==> src/rtl/downsampler_h_1_scheduler_if.sv <==
// Port bundle between the pixel source, the downsampler scheduler and the convolution.
// Pixel handshake: a pixel transfers on a rising edge where pix_valid_i && pix_ready_o;
// the source holds pix_i stable while pix_valid_i is high and pix_ready_o is low.
interface downsampler_h_1_scheduler_if #(
    parameter int FP_WIDTH = 16
);
    logic [FP_WIDTH-1:0] pix_i;
    logic                pix_valid_i;
    logic                pix_ready_o;
    logic                credit_i;
    logic [FP_WIDTH-1:0] window_o [1][3];
    logic [FP_WIDTH-1:0] kernel_o [1][3];
    logic [15:0]         col_o;
    logic [15:0]         row_o;
    logic                valid_o;
    logic                frame_done_o;
    logic                credit_err_o;
    logic [1:0]          state_dbg_o;
    logic [15:0]         credits_dbg_o;

    modport slave (
        input  pix_i, pix_valid_i, credit_i,
        output pix_ready_o, window_o, kernel_o, col_o, row_o, valid_o,
               frame_done_o, credit_err_o, state_dbg_o, credits_dbg_o
    );

    modport master (
        output pix_i, pix_valid_i, credit_i,
        input  pix_ready_o, window_o, kernel_o, col_o, row_o, valid_o,
               frame_done_o, credit_err_o, state_dbg_o, credits_dbg_o
    );
endinterface

==> src/rtl/downsampler_h_1_scheduler.sv <==
// Scheduler for the horizontal 2:1 fp16 downsampler: builds 1x3 windows on even columns.
// Build option DS_H_SCHED_ZERO_PAD_EN: zero-pad row borders instead of replicating edge pixels.
module downsampler_h_1_scheduler #(
    parameter int FP_WIDTH     = 16,
    parameter int IMG_WIDTH    = 640,
    parameter int IMG_HEIGHT   = 480,
    parameter int PIPE_CREDITS = 8
) (
    input  logic                       clk_i,
    input  logic                       rst_i,
    downsampler_h_1_scheduler_if.slave bus
);
    localparam int COL_W  = (IMG_WIDTH > 2) ? $clog2(IMG_WIDTH) : 1;
    localparam int ROW_W  = (IMG_HEIGHT > 1) ? $clog2(IMG_HEIGHT) : 1;
    localparam int CRED_W = (PIPE_CREDITS > 1) ? $clog2(PIPE_CREDITS + 1) : 1;

    localparam logic [COL_W-1:0]    LAST_COL   = COL_W'(IMG_WIDTH - 1);
    localparam logic [ROW_W-1:0]    LAST_ROW   = ROW_W'(IMG_HEIGHT - 1);
    localparam logic [CRED_W-1:0]   CRED_MAX   = CRED_W'(PIPE_CREDITS);
    localparam logic [15:0]         FLUSH_COL  = 16'((IMG_WIDTH - 1) / 2);
    localparam logic [FP_WIDTH-1:0] KHALF      = FP_WIDTH'(16'h3800);
    localparam bit                  ODD_WIDTH  = (IMG_WIDTH % 2) == 1;

    typedef enum logic [1:0] {
        S_RUN   = 2'd0,
        S_FLUSH = 2'd1,
        S_FEND  = 2'd2
    } state_e;

    state_e                        state_q;
    logic [COL_W-1:0]              in_col_q;
    logic [ROW_W-1:0]              in_row_q;
    logic [FP_WIDTH-1:0]           prev1_q;
    logic [FP_WIDTH-1:0]           prev2_q;
    logic [ROW_W-1:0]              flush_row_q;
    logic                          flush_last_q;
    logic [CRED_W-1:0]             credits_q;
    logic [CRED_W-1:0]             credits_d;
    logic                          err_q;
    logic                          valid_q;
    logic                          frame_done_q;
    logic [2:0][FP_WIDTH-1:0]      win_q;
    logic [2:0][FP_WIDTH-1:0]      win_d;
    logic [15:0]                   col_q;
    logic [15:0]                   col_d;
    logic [15:0]                   row_q;
    logic [15:0]                   row_d;

    logic                          cred_zero;
    logic                          cred_full;
    logic                          ready;
    logic                          accept;
    logic                          emit_run;
    logic                          emit_flush;
    logic                          emit;
    logic                          at_last_col;
    logic                          at_last_row;
    logic [FP_WIDTH-1:0]           pad_left;
    logic [FP_WIDTH-1:0]           pad_right;

`ifdef DS_H_SCHED_ZERO_PAD_EN
    assign pad_left  = '0;
    assign pad_right = '0;
`else
    assign pad_left  = bus.pix_i;
    assign pad_right = prev1_q;
`endif

    assign cred_zero   = (credits_q == '0);
    assign cred_full   = (credits_q == CRED_MAX);
    assign at_last_col = (in_col_q == LAST_COL);
    assign at_last_row = (in_row_q == LAST_ROW);

    // Odd columns complete a window, so only they need a free result slot.
    assign ready      = rst_i && (state_q == S_RUN) && (!in_col_q[0] || !cred_zero);
    assign accept     = bus.pix_valid_i && ready;
    assign emit_run   = accept && in_col_q[0];
    assign emit_flush = (state_q == S_FLUSH) && !cred_zero;
    assign emit       = emit_run || emit_flush;

    always_comb begin
        credits_d = credits_q;
        if (emit && !bus.credit_i) begin
            credits_d = credits_q - 1'b1;
        end else if (!emit && bus.credit_i && !cred_full) begin
            credits_d = credits_q + 1'b1;
        end
    end

    always_comb begin
        win_d    = '0;
        win_d[0] = prev2_q;
        win_d[1] = prev1_q;
        win_d[2] = (state_q == S_FLUSH) ? pad_right : bus.pix_i;
        col_d    = (state_q == S_FLUSH) ? FLUSH_COL : 16'(in_col_q >> 1);
        row_d    = (state_q == S_FLUSH) ? 16'(flush_row_q) : 16'(in_row_q);
    end

    always_ff @(posedge clk_i or negedge rst_i) begin
        if (!rst_i) begin
            state_q      <= S_RUN;
            in_col_q     <= '0;
            in_row_q     <= '0;
            prev1_q      <= '0;
            prev2_q      <= '0;
            flush_row_q  <= '0;
            flush_last_q <= 1'b0;
            credits_q    <= CRED_MAX;
            err_q        <= 1'b0;
            valid_q      <= 1'b0;
            frame_done_q <= 1'b0;
            win_q        <= '0;
            col_q        <= '0;
            row_q        <= '0;
        end else begin
            valid_q      <= emit;
            frame_done_q <= 1'b0;
            credits_q    <= credits_d;
            err_q        <= err_q || (bus.credit_i && cred_full);

            if (emit) begin
                win_q <= win_d;
                col_q <= col_d;
                row_q <= row_d;
            end

            if (accept) begin
                // Column 0 seeds the left border so the first window sees p(-1).
                if (in_col_q == '0) begin
                    prev2_q <= pad_left;
                end else begin
                    prev2_q <= prev1_q;
                end
                prev1_q <= bus.pix_i;
                if (at_last_col) begin
                    in_col_q <= '0;
                    in_row_q <= at_last_row ? '0 : in_row_q + 1'b1;
                end else begin
                    in_col_q <= in_col_q + 1'b1;
                end
            end

            unique case (state_q)
                S_RUN: begin
                    if (accept && at_last_col) begin
                        if (ODD_WIDTH) begin
                            state_q      <= S_FLUSH;
                            flush_row_q  <= in_row_q;
                            flush_last_q <= at_last_row;
                        end else if (at_last_row) begin
                            state_q      <= S_FEND;
                            frame_done_q <= 1'b1;
                        end
                    end
                end
                S_FLUSH: begin
                    if (!cred_zero) begin
                        state_q      <= flush_last_q ? S_FEND : S_RUN;
                        frame_done_q <= flush_last_q;
                    end
                end
                S_FEND: begin
                    state_q <= S_RUN;
                end
                default: begin
                    state_q <= S_RUN;
                end
            endcase
        end
    end

    assign bus.pix_ready_o    = ready;
    assign bus.valid_o        = valid_q;
    assign bus.frame_done_o   = frame_done_q;
    assign bus.credit_err_o   = err_q;
    assign bus.col_o          = col_q;
    assign bus.row_o          = row_q;
    assign bus.window_o[0][0] = win_q[0];
    assign bus.window_o[0][1] = win_q[1];
    assign bus.window_o[0][2] = win_q[2];
    assign bus.kernel_o[0][0] = KHALF;
    assign bus.kernel_o[0][1] = '0;
    assign bus.kernel_o[0][2] = KHALF;
    assign bus.state_dbg_o    = state_q;
    assign bus.credits_dbg_o  = 16'(credits_q);
endmodule
==> src/flat_wrapper.sv <==
// flat-port wrapper written by rule: the top's interface ports become plain ports
module downsampler_h_1_scheduler_flat 
#(
    parameter int FP_WIDTH     = 16,
    parameter int IMG_WIDTH    = 640,
    parameter int IMG_HEIGHT   = 480,
    parameter int PIPE_CREDITS = 8
)
  (clk_i, rst_i, bus_pix_i, bus_pix_valid_i, bus_credit_i, bus_pix_ready_o, bus_window_o, bus_kernel_o, bus_col_o, bus_row_o, bus_valid_o, bus_frame_done_o, bus_credit_err_o, bus_state_dbg_o, bus_credits_dbg_o);
  downsampler_h_1_scheduler_if #(.FP_WIDTH(FP_WIDTH)) bus_i ();
  input  logic clk_i;
  input  logic rst_i;
  input wire logic [$bits(bus_i.pix_i)-1:0] bus_pix_i;
  input wire logic [$bits(bus_i.pix_valid_i)-1:0] bus_pix_valid_i;
  input wire logic [$bits(bus_i.credit_i)-1:0] bus_credit_i;
  output wire logic [$bits(bus_i.pix_ready_o)-1:0] bus_pix_ready_o;
  output wire logic [$bits(bus_i.window_o)-1:0] bus_window_o;
  output wire logic [$bits(bus_i.kernel_o)-1:0] bus_kernel_o;
  output wire logic [$bits(bus_i.col_o)-1:0] bus_col_o;
  output wire logic [$bits(bus_i.row_o)-1:0] bus_row_o;
  output wire logic [$bits(bus_i.valid_o)-1:0] bus_valid_o;
  output wire logic [$bits(bus_i.frame_done_o)-1:0] bus_frame_done_o;
  output wire logic [$bits(bus_i.credit_err_o)-1:0] bus_credit_err_o;
  output wire logic [$bits(bus_i.state_dbg_o)-1:0] bus_state_dbg_o;
  output wire logic [$bits(bus_i.credits_dbg_o)-1:0] bus_credits_dbg_o;
  assign bus_i.pix_i = bus_pix_i;
  assign bus_i.pix_valid_i = bus_pix_valid_i;
  assign bus_i.credit_i = bus_credit_i;
  assign bus_pix_ready_o = bus_i.pix_ready_o;
  assign bus_window_o = {>>{bus_i.window_o}};
  assign bus_kernel_o = {>>{bus_i.kernel_o}};
  assign bus_col_o = bus_i.col_o;
  assign bus_row_o = bus_i.row_o;
  assign bus_valid_o = bus_i.valid_o;
  assign bus_frame_done_o = bus_i.frame_done_o;
  assign bus_credit_err_o = bus_i.credit_err_o;
  assign bus_state_dbg_o = bus_i.state_dbg_o;
  assign bus_credits_dbg_o = bus_i.credits_dbg_o;
  downsampler_h_1_scheduler #(.FP_WIDTH(FP_WIDTH), .IMG_WIDTH(IMG_WIDTH), .IMG_HEIGHT(IMG_HEIGHT), .PIPE_CREDITS(PIPE_CREDITS)) u_core (.clk_i(clk_i), .rst_i(rst_i), .bus(bus_i));
endmodule
==> config.mk <==
export PLATFORM = sky130hd
export DESIGN_NAME = downsampler_h_1_scheduler_flat
export DESIGN_NICKNAME = d
export VERILOG_FILES = /design/src/rtl/downsampler_h_1_scheduler_if.sv /design/src/rtl/downsampler_h_1_scheduler.sv /design/src/flat_wrapper.sv
export SDC_FILE = /design/constraint.sdc
export NUM_CORES = 1
export LEC_CHECK = 0
export BUFFER_PORTS_ARGS = -buffer_cell sky130_fd_sc_hd__buf_2
export CORE_ASPECT_RATIO = 1.1
export CORE_MARGIN = 4
export CORE_UTILIZATION = 30
export CTS_CLUSTER_DIAMETER = 150
export DETAILED_ROUTE_END_ITERATION = 6
export PLACE_DENSITY = 0.6
export SLEW_MARGIN = 30
export SYNTH_ARGS = -nofsm -noshare
export SYNTH_HDL_FRONTEND = slang
export SYNTH_SLANG_ARGS = --single-unit
==> constraint.sdc <==
create_clock -name clk_i -period 3 [get_ports clk_i]
set_clock_uncertainty 0.1 [all_clocks]
set_input_delay 0.3 -clock clk_i [delete_from_list [all_inputs] [get_ports clk_i]]
set_output_delay 0.3 -clock clk_i [all_outputs]
set_load 0.1 [all_outputs]
### Word-level counts from Yosys, hierarchy flattened

Cells that the tools add are included.
W data, S select, Z words.

| word-level totals | value |
|---|---|
| register bits after elaboration | 140 |

| operators by class | value |
|---|---|
| reductions and logical operators | 24 |
| multiplexer cells | 17 |
| eq/ne operators | 7 |
| $add $sub $neg | 4 |

Operators by type and width:

| kind | count |
|---|---|
| $mux W16 | 2 |
| $mux W9 | 3 |
| $add A10 B1 Y10 const B | 1 |
| $eq A10 B10 Y1 const B | 1 |
| $logic_and A1 B1 Y1 | 10 |
| $logic_not A10 Y1 | 1 |
| $mux W10 | 1 |
| $add A9 B1 Y9 const B | 1 |
| $eq A9 B9 Y1 const B | 1 |
| $mux W2 | 4 |
| $mux W4 | 2 |
| $logic_not A1 Y1 | 5 |
| $add A4 B1 Y4 const B | 1 |
| $eq A4 B4 Y1 const B | 1 |
| $logic_not A4 Y1 | 1 |
| $ne A2 B2 Y1 const B | 2 |
| $pmux W2 S2 | 1 |
| $sub A4 B1 Y4 const B | 1 |
| $logic_or A1 B1 Y1 | 3 |
| $mux W1 | 3 |
| $reduce_and A3 Y1 | 1 |
| $eq A2 B1 Y1 const B | 1 |
| $logic_not A2 Y1 | 1 |
| $ne A2 B1 Y1 const B | 1 |
| other kinds (3) | 3 |

### Depth between registers and ports, before layout

Gate-level depths: netlist (run 1).

| depth | value |
|---|---|
| word-level depth | 12 |
| depth in mapped cells | 8 |

### Worst setup path before layout (run 1)

Ideal clock, no wire load.

| timing path | value |
|---|---|
| path type | register to output |
| start point | register u_core.credits_q[1] |
| end point | output port bus_pix_ready_o |
| required time | 2.600 ns |
| cell stages (with the launch flop) | 4 |
| arrival time | 3.510 ns |
| setup slack | -0.910 ns |
| cell sequence | dfrtp_1 -> or3_4 -> nor2_1 -> nor3b_1 |

| between the ends | value |
|---|---|
| cells in the longest elaborated chain, start to end | 4 |

RTL lines:

| item | line | RTL |
|---|---|---|
| start: declaration | downsampler_h_1_scheduler.sv:37 | `logic [CRED_W-1:0] credits_q;` |
| start signal: assignment | downsampler_h_1_scheduler.sv:118 | `credits_q <= credits_d;` |
| $logic_not A4 Y1 | downsampler_h_1_scheduler.sv:69 | `assign cred_zero = (credits_q == '0);` |
| $logic_not A1 Y1 | downsampler_h_1_scheduler.sv:75 | `assign ready = rst_i && (state_q == S_RUN) && (!in_col_q[0] \|\| !cred_zero);` |
| $logic_or A1 B1 Y1 | downsampler_h_1_scheduler.sv:75 |  |
| $logic_and A1 B1 Y1 | downsampler_h_1_scheduler.sv:75 |  |
| end: declaration | flat_wrapper.sv:16 | `output wire logic [$bits(bus_i.pix_ready_o)-1:0] bus_pix_ready_o;` |

Every way passes these cells.

### Worst setup path after layout (run 1)

| timing path | value |
|---|---|
| start point | input port rst_i |
| end point | register u_core.credits_q[3] |

| between the ends | value |
|---|---|
| cells in the longest elaborated chain, start to end | 9 |

RTL lines:

| item | line | RTL |
|---|---|---|
| start: declaration | flat_wrapper.sv:12 | `input logic rst_i;` |
| $logic_and A1 B1 Y1 (*) (2 in a row) | downsampler_h_1_scheduler.sv:75 |  |
| $logic_and A1 B1 Y1 (*) | downsampler_h_1_scheduler.sv:76 | `assign accept = bus.pix_valid_i && ready;` |
| $logic_and A1 B1 Y1 (*) | downsampler_h_1_scheduler.sv:77 | `assign emit_run = accept && in_col_q[0];` |
| $logic_or A1 B1 Y1 (*) | downsampler_h_1_scheduler.sv:79 | `assign emit = emit_run \|\| emit_flush;` |
| $logic_not A1 Y1 | downsampler_h_1_scheduler.sv:85 | `end else if (!emit && bus.credit_i && !cred_full) begin` |
| $logic_and A1 B1 Y1 (2 in a row) | downsampler_h_1_scheduler.sv:85 |  |
| $reduce_bool A2 Y1 (no line) | -- |  |

Every way passes the cells marked *; elsewhere a longest branch is shown, timed or not.
A chain may end at the register's enable or synchronous reset.

==> results.py, run 1 <==
metrics = {
    "grt": {
        "grt_pass1_wl_mm": 22.0,
        "grtUsageTotal_pct": 12.5,
        "grt-ovfl-total": 0,
        "grt_max_degree": 127,
        "antenna_found_initial": 1,
        "grt_pass1_vias": 4156,
    },
    "cts": {
        "cts_tree": "done",
        "cts_root_buf": "clkbuf_16",
        "cts-htree-levels": 4,
        "numClockSinks": 125,
        "numCtsBuffers": 17,
        "cts_max_path_buffers": 2,
        "worstSkewPairLatency_ns": 0.42,
        "post_cts.repair.setup_buffers": 0,
        "clk_pin_slew_ns": 0.06,
    },
    "worst_setup_path": {
        "reg2reg_from": "u_core.bus.state_dbg_o[1]",
        "r2r_slack_ns": 0.26,
        "r2r_cells": 8,
        "crit_required_ns": 3.24,
        "critPathArrivalTime_ns": 3.04,
        "worstSetupEndpointType": "flop",
        "path_max_fanout": 8,
        "critPathKind": "input pin to flop",
        "start_kind": "input pin",
        "r2r_end": "u_core.credits_q[3]",
        "critPathLaunch": "rst_i",
    },
    "finish": {
        "stdcell_area_sq_um": 7080,
        "area_delta_synth_final_pct": 17.4,
        "post_route_cells_drive_above_1_share_pct": 23.5,
        "fillers": 2009,
        "nNetsFinal": 741,
    },
    "synthesis": {
        "post_synth_num_cell_types": 55,
        "synthTopCellsByArea": "dfrtp_1 51%, nand2_1 13%, buf_4 11%",
        "netlist_area_sq_um": 6030,
        "synthCells": 612,
        "avgSynthCellArea_sq_um": 9.85,
        "synthSimpleGateAreaFrac_pct": 19.5,
        "synth_xor_area_share_pct": 1.45,
        "synth_ff_type": "dfrtp_1",
        "synth_top_family_by_area": "simple AND/OR/NAND/NOR gates",
        "ys_seq_elements": 125,
        "yosys_warnings": 10,
        "synth_compound_gate_area_share_pct": 4.83,
        "synth_seq_area_share_pct": 51.9,
        "synth_top_area_share_pct": 51.5,
        "synth_adder_area_share_pct": 1.37,
        "synth.area.mux_share_pct": 7.37,
        "async_flop_share_pct": 100,
        "synth_edf_count": 0,
        "synth_top_area_cell": "dfrtp_1",
    },
    "timing": {
        "fmax_mhz": 357,
        "post-route-period-util_pct": 93.5,
        "worst_hold_slack_ns": 0.0280,
        "period_needed_ns": 2.80,
        "setup_tns_ns": 0,
        "drv_slew": 0,
        "maxSlewHeadroom_pct": 53.4,
        "finalSetupViolCount": 0,
        "tightest_slew_ns": 0.699,
        "rsz0062_at_grt": "false",
        "finalHoldViolations": 0,
    },
    "route": {
        "antenna_left": 0,
        "viasPerCell": 4.24,
        "routed_wl_mm": 13.5,
        "drt_iter0_markers": 198,
        "num_vias": 4155,
        "drc_errors": 0,
        "drtPass1Iterations": 4,
        "wl_per_cell_um": 13.7,
    },
    "hold_path": {
        "min_path_cells": 3,
        "hold_end": "u_core.bus.window_o[3]",
        "min-delay-start": "bus_pix_i[3]",
        "hold_class": "input pin to flop",
    },
    "placement": {
        "hpwl_mm": 8.86,
        "dpl_cell_area_sq_um": 6400,
        "io_buffers": 94,
        "gp_congestion": 0.795,
    },
    "die": {
        "pin_count": 170,
        "die-area_sq_um": 22400,
        "initial_core_util_pct": 30.5,
        "die_h_um": 157,
        "placeableCoreArea_sq_um": 19800,
        "die_w_um": 143,
        "std_cell_rows": 54,
    },
    "job": {
        "cap_violations": 0,
    },
    "status": {
        "status": "finished clean",
    },
}
## metal layers
metal	vias up	share of wire (%)	global-route usage (%)
li1	2046	-	-
met1	1962	45	16.0
met2	118	47	19.6
met3	29	5.7	3.70
met4	0	2.8	5.66
met5	-	0	0
## synth_stat cells, types with 2 or more instances
library cell and n:
buf_6 10, o221ai_1 2, o31ai_1 5, nand2_1 209
nand3_1 9, inv_1 9, a21oi_1 14, o21ai_0 15
xnor2_1 6, and3_1 5, nor2_1 22, conb_1 2
nor3_1 6, buf_2 3, mux2_4 13, or2_1 2
xor2_1 4, mux2_2 7, nor4_1 3, nor2b_1 2
nand4_1 3, buf_4 85, dfrtp_1 124, ha_1 5
mux2i_1 17
## state kept, by name (all words and copies together) (netlist names), 4 cells and up
name                 flops
u_core.in_col_q         10
u_core.credits_q         4
u_core.bus.col_o         9
u_core.in_row_q          9
u_core.pad_right        16
u_core.prev2_q          16
u_core.bus.row_o         9
u_core.bus.window_o     48
## logic make-up (layout without fill, tap and decap cells)
| group | count (synthesis) | after routing |
|---|---|---|
| other cells | 2 | 76 |
| xor+xnor | 10 | 10 |
| mux | 37 | 37 |
| buf+inv | 109 | 152 |
| compound gates | 47 | 47 |
| fa+ha+maj | 6 | 6 |
| simple gates | 276 | 276 |
| flops | 125 | 125 |
## how the worst max path moves through the flow
stage | to | slack (ns) | cells past startpoint
after floorplan | u_core.credits_q[3] | 0.09 | 8
after global placement | u_core.credits_q[3] | 0.31 | 8
after detailed placement | u_core.credits_q[3] | 0.19 | 8
after CTS | u_core.credits_q[3] | 0.13 | 10
after global routing | u_core.credits_q[3] | 0.07 | 10
final | u_core.credits_q[3] | 0.20 | 10
## placed cells by master (no fill, tap or decap), types with 2 or more instances in the layout
cell type	n
o221ai_1	2
buf_4	3
nor2_1	22
clkinvlp_4	5
nand3_1	9
clkinv_4	3
buf_2	93
o21ai_2	2
conb_1	75
o21ai_0	14
nand2_1	209
mux2_4	13
ha_1	5
nor2b_1	2
nor4_1	3
clkinv_2	3
clkbuf_16	17
or2_2	2
nand4_1	3
mux2_2	7
dlygate4sd3_1	11
a21oi_1	13
dfrtp_2	4
buf_12	2
dfrtp_1	120
and3_1	5
nor3_1	6
o31ai_1	5
xnor2_1	6
inv_1	9
mux2i_1	17
xor2_1	4
## area by class of cell
type                       count  area [sq um]  area share [%]
multi-input combinational    451          2380            33.6
antenna                        1          2.50          0.0353
sequential                   125          3130            44.3
clock buffer                  19           443            6.25
clock inverter                13           118            1.66
inverter                      10          40.0           0.565
timing repair buffer         110           649            9.17
tap                          252           315            4.45
## stage by stage
step                util [%]  instances  setup WS (ns)
floorplan                  -        685         0.0939
finish                  35.8        981          0.195
CTS                     35.7        980          0.134
detailed placement      32.3        937          0.190
global placement        32.3        937          0.314
global route            35.8        981         0.0705
## critical path: stages
cell	delay [ns]
dlygate4sd3_1	0.56
buf_6	0.14
nand4b_2	0.22
or3_2	0.57
inv_1	0.10
ha_1	0.23
a21o_1	0.20
a21oi_2	0.20
mux2_2	0.36
o221ai_1	0.16
## timing repair
item / 4_1_cts / 5_1_grt
endpoints found under the hold margin: 134 / 0
endpoints found under the setup margin: 0 / 1
hold buffers: 11 / 0
resized for setup: 0 / 1
Power of run 1 is not shown: default switching activity piles up to over one toggle a cycle in this logic, so the estimate is an artifact.
==> run 2, diff against run 1 <==
==> constraint.sdc (replaced) <==
create_clock -name clk_i -period 3 [get_ports clk_i]
set_clock_uncertainty 0.1 [all_clocks]
set_input_delay 0.15 -clock clk_i [delete_from_list [all_inputs] [get_ports clk_i]]
set_output_delay 0.15 -clock clk_i [all_outputs]
set_load 0.1 [all_outputs]
==> run 2 against run 1 <==
Non-clock buffer count up 6. Via count grew 2.5%. Critical endpoint unchanged. Count of clock-buffer cells in the layout grew 2. Final area grew 1.5%.
==> results.py, run 2 (synthesis gave the netlist of run 1 again) <==
metrics = {
    "grt": {
        "antenna_found_initial": 1,
        "grt_pass1_vias": 4073,
        "grt_pass1_wl_mm": 21.5,
        "grt-ovfl-total": 0,
        "grtUsageTotal_pct": 12.2,
        "grt_max_degree": 127,
    },
    "cts": {
        "cts_tree": "done",
        "postCtsResizedCells": 0,
        "cts_root_buf": "clkbuf_16",
        "numClockSinks": 125,
        "worstSkewPairLatency_ns": 0.41,
        "numCtsBuffers": 17,
        "cts_max_path_buffers": 2,
        "cts-htree-levels": 4,
        "clk_pin_slew_ns": 0.05,
    },
    "finish": {
        "largest_reg_flops": 48,
        "layout_commonest_cell": "nand2_1",
        "fin_util_pct": 36.3,
        "post_route_cells_drive_above_1_share_pct": 22.8,
        "nNetsFinal": 747,
        "area_delta_synth_final_pct": 19.2,
        "fillers": 2020,
        "most-common-layout-cells": "209 x nand2_1, 120 x dfrtp_1, 93 x buf_2",
    },
    "placement": {
        "io_buffers": 94,
        "gp_congestion": 0.809,
        "hpwl_mm": 8.72,
    },
    "die": {
        "die-area_sq_um": 22400,
        "std_cell_rows": 54,
        "placeableCoreArea_sq_um": 19800,
        "pin_count": 170,
        "die_w_um": 143,
        "die_h_um": 157,
        "initial_core_util_pct": 30.5,
    },
    "timing": {
        "post-route-period-util_pct": 91.8,
        "finalHoldViolations": 0,
        "finalSetupViolCount": 0,
        "period_needed_ns": 2.75,
        "maxSlewHeadroom_pct": 38.2,
        "rsz0062_at_grt": "false",
        "drv_slew": 0,
        "fmax_mhz": 363,
        "tightest_slew_ns": 0.921,
        "setup_tns_ns": 0,
    },
    "worst_setup_path": {
        "worstSetupEndpointType": "flop",
        "critPathArrivalTime_ns": 2.98,
        "crit_slowest_cell": "or3_2",
        "path_max_fanout": 8,
        "cp_cell_sequence": "nand4b_2 > or3_2 > inv_1 > ha_1 > a21o_1 > a21oi_1 > mux2_2 > o221ai_1",
        "critPathKind": "flop to flop",
        "worst_path_largest_cell_delay_ns": 0.56,
        "crit_required_ns": 3.22,
        "start_kind": "flop",
    },
    "status": {
        "status": "finished clean",
    },
    "route": {
        "num_vias": 4257,
        "drc_errors": 0,
        "viasPerCell": 4.31,
        "routed_wl_mm": 13.5,
        "drt_iter0_markers": 177,
        "drtPass1Iterations": 4,
        "antenna_left": 0,
        "wl_per_cell_um": 13.7,
    },
    "hold_path": {
        "hold_class": "input pin to flop",
    },
    "job": {
        "cap_violations": 0,
    },
}
## run 2: critical path: cells and delay by family, from the launching register on
family                     cells  cell delay (ns)
adders and majority gates      1             0.22
DFF                            1             0.41
buffers and inverters          1             0.11
and+or+nand+nor                2             0.86
AOI/OAI and AO/OA              3             0.61
muxes                          1             0.37
## run 2: path summary, 6_finish.rpt
kind	cells after the start	end	start	slack (ns)
max in group asynchronous	3	u_core.credits_q[2]	rst_i	1.81
hold reg to reg	2	u_core.bus.window_o[34]	u_core.bus.window_o[34]	0.37
setup / recovery	8	u_core.credits_q[3]	u_core.bus.state_dbg_o[1]	0.25
hold / removal	4	u_core.in_col_q[0]	bus_pix_valid_i	0.16
min in group asynchronous	3	u_core.in_row_q[7]	rst_i	0.28
setup reg to reg	8	u_core.credits_q[3]	u_core.bus.state_dbg_o[1]	0.25
## run 2: area by class of cell
type / count / area [sq um] / area share (%)
Clock buffer: 21 / 460 / 6.40
Clock inverter: 11 / 141 / 1.97
Multi-Input combinational cell: 451 / 2370 / 33.0
Sequential cell: 125 / 3130 / 43.6
Inverter: 10 / 40.0 / 0.557
Timing Repair Buffer: 116 / 724 / 10.1
Antenna cell: 1 / 2.50 / 0.0348
Tap cell: 252 / 315 / 4.38
## run 2: per-stage QoR
| step | instances | hold WS [ns] | worst slack, ns | instance area [sq um] |
|---|---|---|---|---|
| 2_1_floorplan | 685 | -0.246 | 0.0939 | 6310 |
| 3_3_place_gp | 936 | 0.273 | 0.311 | 6410 |
| 4_1_cts | 986 | 0.140 | 0.242 | 7190 |
| 5_1_grt | 987 | 0.167 | 0.0617 | 7190 |
| 6_report | 987 | 0.165 | 0.246 | 7190 |
| 3_5_place_dp | 936 | 0.270 | 0.251 | 6410 |
## run 2: timing repair
action,in CTS,in global routing
hold buffers,18,0
hold endpoints to repair,173,0
buffers inserted,0,0
## run 2: layer usage
| layer | share of wire [%] | track usage [%] | up-vias |
|---|---|---|---|
| met4 | 1.7 | 4.44 | 0 |
| li1 | - | - | 2063 |
| met3 | 6.2 | 3.82 | 18 |
| met1 | 43 | 15.6 | 2059 |
| met5 | 0 | 0 | - |
| met2 | 49 | 19.7 | 117 |
Power of run 2 is left out for the same reason.
